$ cat config.mk
export PLATFORM = sky130hd
export DESIGN_NAME = req_sequencer
export DESIGN_NICKNAME = d
export VERILOG_FILES = /design/src/rtl/req_seq_pkg.sv /design/src/rtl/req_pending_ctr.sv /design/src/rtl/req_sequencer.sv
export SDC_FILE = /design/constraint.sdc
export NUM_CORES = 1
export LEC_CHECK = 0
export ABC_AREA = 1
export BUFFER_PORTS_ARGS = -buffer_cell sky130_fd_sc_hd__clkbuf_2
export CAP_MARGIN = 20
export CORE_MARGIN = 2
export CORE_UTILIZATION = 50
export DETAILED_ROUTE_END_ITERATION = 16
export PLACE_DENSITY_LB_ADDON = 0.2
export RECOVER_POWER = 25
export SYNTH_ARGS = -nofsm -noshare
export SYNTH_HDL_FRONTEND = slang
export SYNTH_SLANG_ARGS = --single-unit
$ cat constraint.sdc
create_clock -name clk -period 2.1 [get_ports clk]
set_input_delay 0.21 -clock clk [delete_from_list [all_inputs] [get_ports clk]]
set_output_delay 0.21 -clock clk [all_outputs]
set_load 0.05 [all_outputs]
$ cat src/rtl/req_seq_pkg.sv
// Shared types and elaboration helpers for the request sequencer.
// Pure declarations: no latency, no flow control.
package req_seq_pkg;

  typedef enum logic [1:0] {
    ST_IDLE     = 2'd0,
    ST_ASSERT   = 2'd1,
    ST_GAP_WAIT = 2'd2,
    ST_ERR      = 2'd3
  } state_e;

  function automatic bit params_legal(input int cnt_w, input int timeout, input int gap);
    return (cnt_w >= 1) && (timeout >= 2) && (gap >= 1);
  endfunction

  // Counter width for a modulus of n; never narrower than one bit.
  function automatic int cnt_bits(input int n);
    return (n > 1) ? $clog2(n) : 1;
  endfunction

endpackage

$ cat src/rtl/req_pending_ctr.sv
// Saturating up/down count of queued requests; count is registered, drop is same-cycle.
// An increment at full scale with no matching decrement is rejected and flagged on drop.
module req_pending_ctr #(
  parameter int CNT_W = 4
) (
  input  logic             clk,
  input  logic             rstn,
  input  logic             inc,
  input  logic             dec,
  output logic [CNT_W-1:0] count,
  output logic             nonzero,
  output logic             drop
);

  localparam logic [CNT_W-1:0] MAX = '1;

  logic [CNT_W-1:0] count_q;
  logic [CNT_W-1:0] count_d;

  always_comb begin
    count_d = count_q;
    drop    = 1'b0;
    if (inc && !dec) begin
      if (count_q == MAX) begin
        drop = 1'b1;
      end else begin
        count_d = count_q + CNT_W'(1);
      end
    end else if (dec && !inc) begin
      if (count_q != '0) begin
        count_d = count_q - CNT_W'(1);
      end
    end
  end

  always_ff @(posedge clk) begin
    if (!rstn) begin
      count_q <= '0;
    end else begin
      count_q <= count_d;
    end
  end

  assign count   = count_q;
  assign nonzero = |count_q;

endmodule

$ cat src/rtl/req_sequencer.sv
// Queues start pulses and drives a level req to the protocol FSM; req rises one cycle after pending goes nonzero.
// No backpressure on start: excess starts are dropped and flagged; unacked requests time out into a sticky error stall.
module req_sequencer
  import req_seq_pkg::*;
#(
  parameter int CNT_W   = 4,
  parameter int TIMEOUT = 16,
  parameter int GAP     = 2
) (
  input  logic             clk,
  input  logic             rstn,
  input  logic             start,
  input  logic             ack,
  input  logic             clr_err,
  output logic             req,
  output logic             busy,
  output logic [CNT_W-1:0] pending,
  output logic             done,
  output logic             timeout_err,
  output logic             overflow
);

  localparam int TO_W  = cnt_bits(TIMEOUT);
  localparam int GAP_W = cnt_bits(GAP);
  localparam logic [TO_W-1:0]  TO_LAST  = TO_W'(TIMEOUT - 1);
  localparam logic [GAP_W-1:0] GAP_LAST = GAP_W'(GAP - 1);

  if (!params_legal(CNT_W, TIMEOUT, GAP)) begin : g_param_check
    $error("req_sequencer: illegal CNT_W/TIMEOUT/GAP combination");
  end

  state_e           state_q, state_d;
  logic [TO_W-1:0]  to_cnt_q, to_cnt_d;
  logic [GAP_W-1:0] gap_cnt_q, gap_cnt_d;
  logic             req_q, req_d;
  logic             busy_q, busy_d;
  logic             done_q, done_d;
  logic             timeout_err_q, timeout_err_d;
  logic             overflow_q, overflow_d;

  logic             ack_hit;
  logic             to_hit;
  logic             cnt_dec;
  logic [CNT_W-1:0] pend_cnt;
  logic             pend_nonzero;
  logic             cnt_drop;

  req_pending_ctr #(
    .CNT_W (CNT_W)
  ) u_pending (
    .clk     (clk),
    .rstn    (rstn),
    .inc     (start),
    .dec     (cnt_dec),
    .count   (pend_cnt),
    .nonzero (pend_nonzero),
    .drop    (cnt_drop)
  );

  always_comb begin
    state_d   = state_q;
    to_cnt_d  = to_cnt_q;
    gap_cnt_d = gap_cnt_q;
    ack_hit   = 1'b0;
    to_hit    = 1'b0;
    done_d    = 1'b0;

    case (state_q)
      ST_IDLE: begin
        to_cnt_d  = '0;
        gap_cnt_d = '0;
        if (pend_nonzero) begin
          state_d = ST_ASSERT;
        end
      end
      ST_ASSERT: begin
        // Ack takes priority over a timeout expiring in the same cycle.
        if (ack) begin
          ack_hit   = 1'b1;
          gap_cnt_d = '0;
          state_d   = ST_GAP_WAIT;
        end else if (to_cnt_q == TO_LAST) begin
          to_hit  = 1'b1;
          state_d = ST_ERR;
        end else begin
          to_cnt_d = to_cnt_q + TO_W'(1);
        end
      end
      ST_GAP_WAIT: begin
        if (gap_cnt_q == '0) begin
          done_d = 1'b1;
        end
        if (gap_cnt_q == GAP_LAST) begin
          state_d = ST_IDLE;
        end else begin
          gap_cnt_d = gap_cnt_q + GAP_W'(1);
        end
      end
      ST_ERR: begin
        if (clr_err) begin
          state_d = ST_IDLE;
        end
      end
      default: state_d = ST_IDLE;
    endcase

    cnt_dec = ack_hit | to_hit;
    req_d   = (state_d == ST_ASSERT);
    // Next pending count is nonzero if a start lands or the current count outlives this cycle's decrement.
    busy_d  = (state_d != ST_IDLE) || (start && !cnt_drop) || (pend_cnt > CNT_W'(cnt_dec));

    timeout_err_d = to_hit   | (timeout_err_q & ~clr_err);
    overflow_d    = cnt_drop | (overflow_q & ~clr_err);
  end

  always_ff @(posedge clk) begin
    if (!rstn) begin
      state_q       <= ST_IDLE;
      to_cnt_q      <= '0;
      gap_cnt_q     <= '0;
      req_q         <= 1'b0;
      busy_q        <= 1'b0;
      done_q        <= 1'b0;
      timeout_err_q <= 1'b0;
      overflow_q    <= 1'b0;
    end else begin
      state_q       <= state_d;
      to_cnt_q      <= to_cnt_d;
      gap_cnt_q     <= gap_cnt_d;
      req_q         <= req_d;
      busy_q        <= busy_d;
      done_q        <= done_d;
      timeout_err_q <= timeout_err_d;
      overflow_q    <= overflow_d;
    end
  end

  assign req         = req_q;
  assign busy        = busy_q;
  assign pending     = pend_cnt;
  assign done        = done_q;
  assign timeout_err = timeout_err_q;
  assign overflow    = overflow_q;

endmodule

==> flow_metrics.tcl <==
set metrics [dict create \
    initial_core_util_pct 55.0 \
    synthesis.nets 124 \
    leakage_nw 0.484 \
    fin_skew_ns 0.00807 \
    fin_crit_sh_pct 87.8 \
    yosysMostFrequentCell "nor2_1" \
    pre_cts_ws_ns 0.0992 \
    antenna_cells 0 \
    power.total_mw 1.07 \
    path_clk_slew_ns 0.10 \
    synth_edf_count 0 \
    ios 14 \
    path_max_fanout 5 \
    nFillCells 140 \
    layoutNonFillerInstCount 149 \
    drt_iter0_drc 20 \
    end_kind "flop" \
    syn_avg_cell_area_um2 7.52 \
    area_delta_synth_final_pct 19.7 \
    grt_max_degree 13 \
    layout_min_cycle_time_ns 1.84 \
    insertion_delay_ns 0.29 \
    ant_nets 0 \
    hp-class "primary input to flop" \
    critPathRequiredTime_ns 2.34 \
    crit_type "flop to flop" \
    ir_worst_vdd_uv 591 \
    nNetsFinal 144 \
    setup_ws_ns 0.256 \
    setup_viol 0 \
    synth_top_flop_cell "dfxtp_1" \
    netlist.area_leader.share_pct 37.4 \
    remaining_drc_errors 0 \
    yosys.area.top_type "dfxtp_1" \
    grt-ovfl-total 0 \
    synth-seq-area-share_pct 37.4 \
    synthArstFlopShare_pct 0 \
    ctsRootBufferMaster "clkbuf_4" \
    synth.area.top_cells "dfxtp_1 37%, nor2_1 8.8%, nand2_1 8.3%" \
    yosysWarningCount 0 \
    finalSetupTns_ns 0 \
    outcome "finished clean" \
    cts_buffers 3 \
    grt_pass1_vias 710 \
    antenna_found_initial 0 \
    dr.pass1.iters 4 \
    cp-start-kind "flop" \
    rsz0062_at_grt "no" \
    cts_max_level 1 \
    layout-drive-gt1-share_pct 28.6 \
    postLayoutCoreUtil_pct 65.8 \
    port-buffer-count 13 \
    relSlewSlack_pct 60.2 \
    die-height_um 45.4 \
    synth_seq_cells 16 \
    slew_violations 0 \
    synth_common_cells "20 x nor2_1, 19 x nand2_1, 16 x dfxtp_1" \
    dp_hpwl_mm 1.21 \
    cts_tree "yes" \
    power_density_nw_per_um2 1050 \
    gp_congestion 0.797 \
    grt_pass1_wl_mm 2.99 \
    chipWidth_um 45.4 \
    core_um2 1560 \
    floorplan.die_area_um2 2060 \
    rows 14 \
    routedWlPerCell_um 11.1 \
    vias_per_cell 5.26 \
    maxCapViolations 0 \
    syn_inst 114 \
    fmax_mhz 542 \
    critPathArrivalTime_ns 2.08 \
    finalWirelength_mm 1.66 \
    synth_area_um2 857 \
    yosysUniqueCellTypes 25 \
    hold_violations 0 \
    cts.sinks 16 \
    worst_slew_pin_slew_ns 0.599 \
    clockBufferDepth 2 \
    place_inst 143 \
    track_usage_pct 20.4 \
    vias 783 \
]
==> flip-flops by register name, indices dropped and copies added, names as in the netlist <==
name,count
u_pending.count,4
overflow,1
req,1
timeout_err,1
gap_cnt_q,1
state_q,2
to_cnt_q,4
busy,1
done,1
==> metal layers <==
layer  up-vias  routed length (um)  track usage (%)
met5         -                   0                0
met4         0                  62             15.9
met3         5                  35             1.19
met2        14                 761             30.1
met1       355                 796             27.3
li1        409                   -                -
==> power by group <==
group	leakage (nW)	internal (mW)	switching [mW]
Combinational	0.331	0.149	0.314
Clock	0.0210	0.106	0.0979
Sequential	0.132	0.350	0.0560
Total	0.484	0.605	0.468
==> through the flow <==
step	hold WS, ns	area [um^2]
after floorplan	0.331	857
after global placement	0.467	946
after detailed placement	0.471	946
after CTS	0.177	982
after global routing	0.214	1030
final	0.175	1030
==> path summary, 6_finish.rpt <==
check              startpoint            endpoint  slack (ns)  cells past startpoint
hold / removal           rstn  u_pending.count[3]        0.18                      3
setup / recovery  to_cnt_q[1]  u_pending.count[3]        0.26                     15
hold reg to reg      overflow            overflow        0.48                      2
setup reg to reg  to_cnt_q[1]  u_pending.count[3]        0.26                     15
==> kinds of logic after synthesis <==
| group | count (synthesis) | synth area share, % |
|---|---|---|
| and+or+nand+nor | 63 | 36.5 |
| DFF | 16 | 37.4 |
| AOI/OAI and AO/OA | 14 | 9.49 |
| buffers and inverters | 14 | 6.42 |
| adders and majority gates | 5 | 8.18 |
| xor gates and xnor gates | 2 | 2.04 |
==> repair_timing <==
| item | in CTS | in global routing |
|---|---|---|
| endpoints found under the setup margin | 0 | 1 |
| gates resized for setup | 0 | 6 |
| buffers inserted | 0 | 2 |
| hold buffers | 0 | 0 |
==> worst max-delay path, cell delays in order, from the launching register on <==
cell     delay, ns
dfxtp_2       0.35
ha_4          0.16
nand3_1       0.11
nand2_2       0.09
nand2_4       0.07
nand2_4       0.07
ha_1          0.27
nand2_1       0.06
nor2_1        0.04
nor2_1        0.14
inv_1         0.07
nand2_2       0.08
nand2_2       0.05
nor2_2        0.09
nor2_1        0.04
nor2_1        0.09
==> layout make-up <==
class / instances / area [um^2] / share of cell area, %
Multi-Input combinational cell: 84 / 512 / 49.9
Sequential cell: 16 / 323 / 31.5
Timing Repair Buffer: 16 / 83.8 / 8.17
Inverter: 13 / 51.3 / 5.00
Clock buffer: 4 / 36.3 / 3.54
Tap cell: 16 / 20.0 / 1.95
==> placed cells by master (no fill, tap or decap), drive strengths merged <==
| cell type | instances |
|---|---|
| fa | 1 |
| xor2 | 2 |
| nand3 | 8 |
| buf | 3 |
| or2 | 1 |
| o21ai | 2 |
| nor2 | 22 |
| clkbuf | 17 |
| nor4 | 1 |
| a31oi | 1 |
| nor3 | 2 |
| a211oi | 1 |
| nand2 | 26 |
| a21oi | 10 |
| dfxtp | 16 |
| nand4 | 3 |
| inv | 13 |
| ha | 4 |
Power figures use the tool's default switching activity.
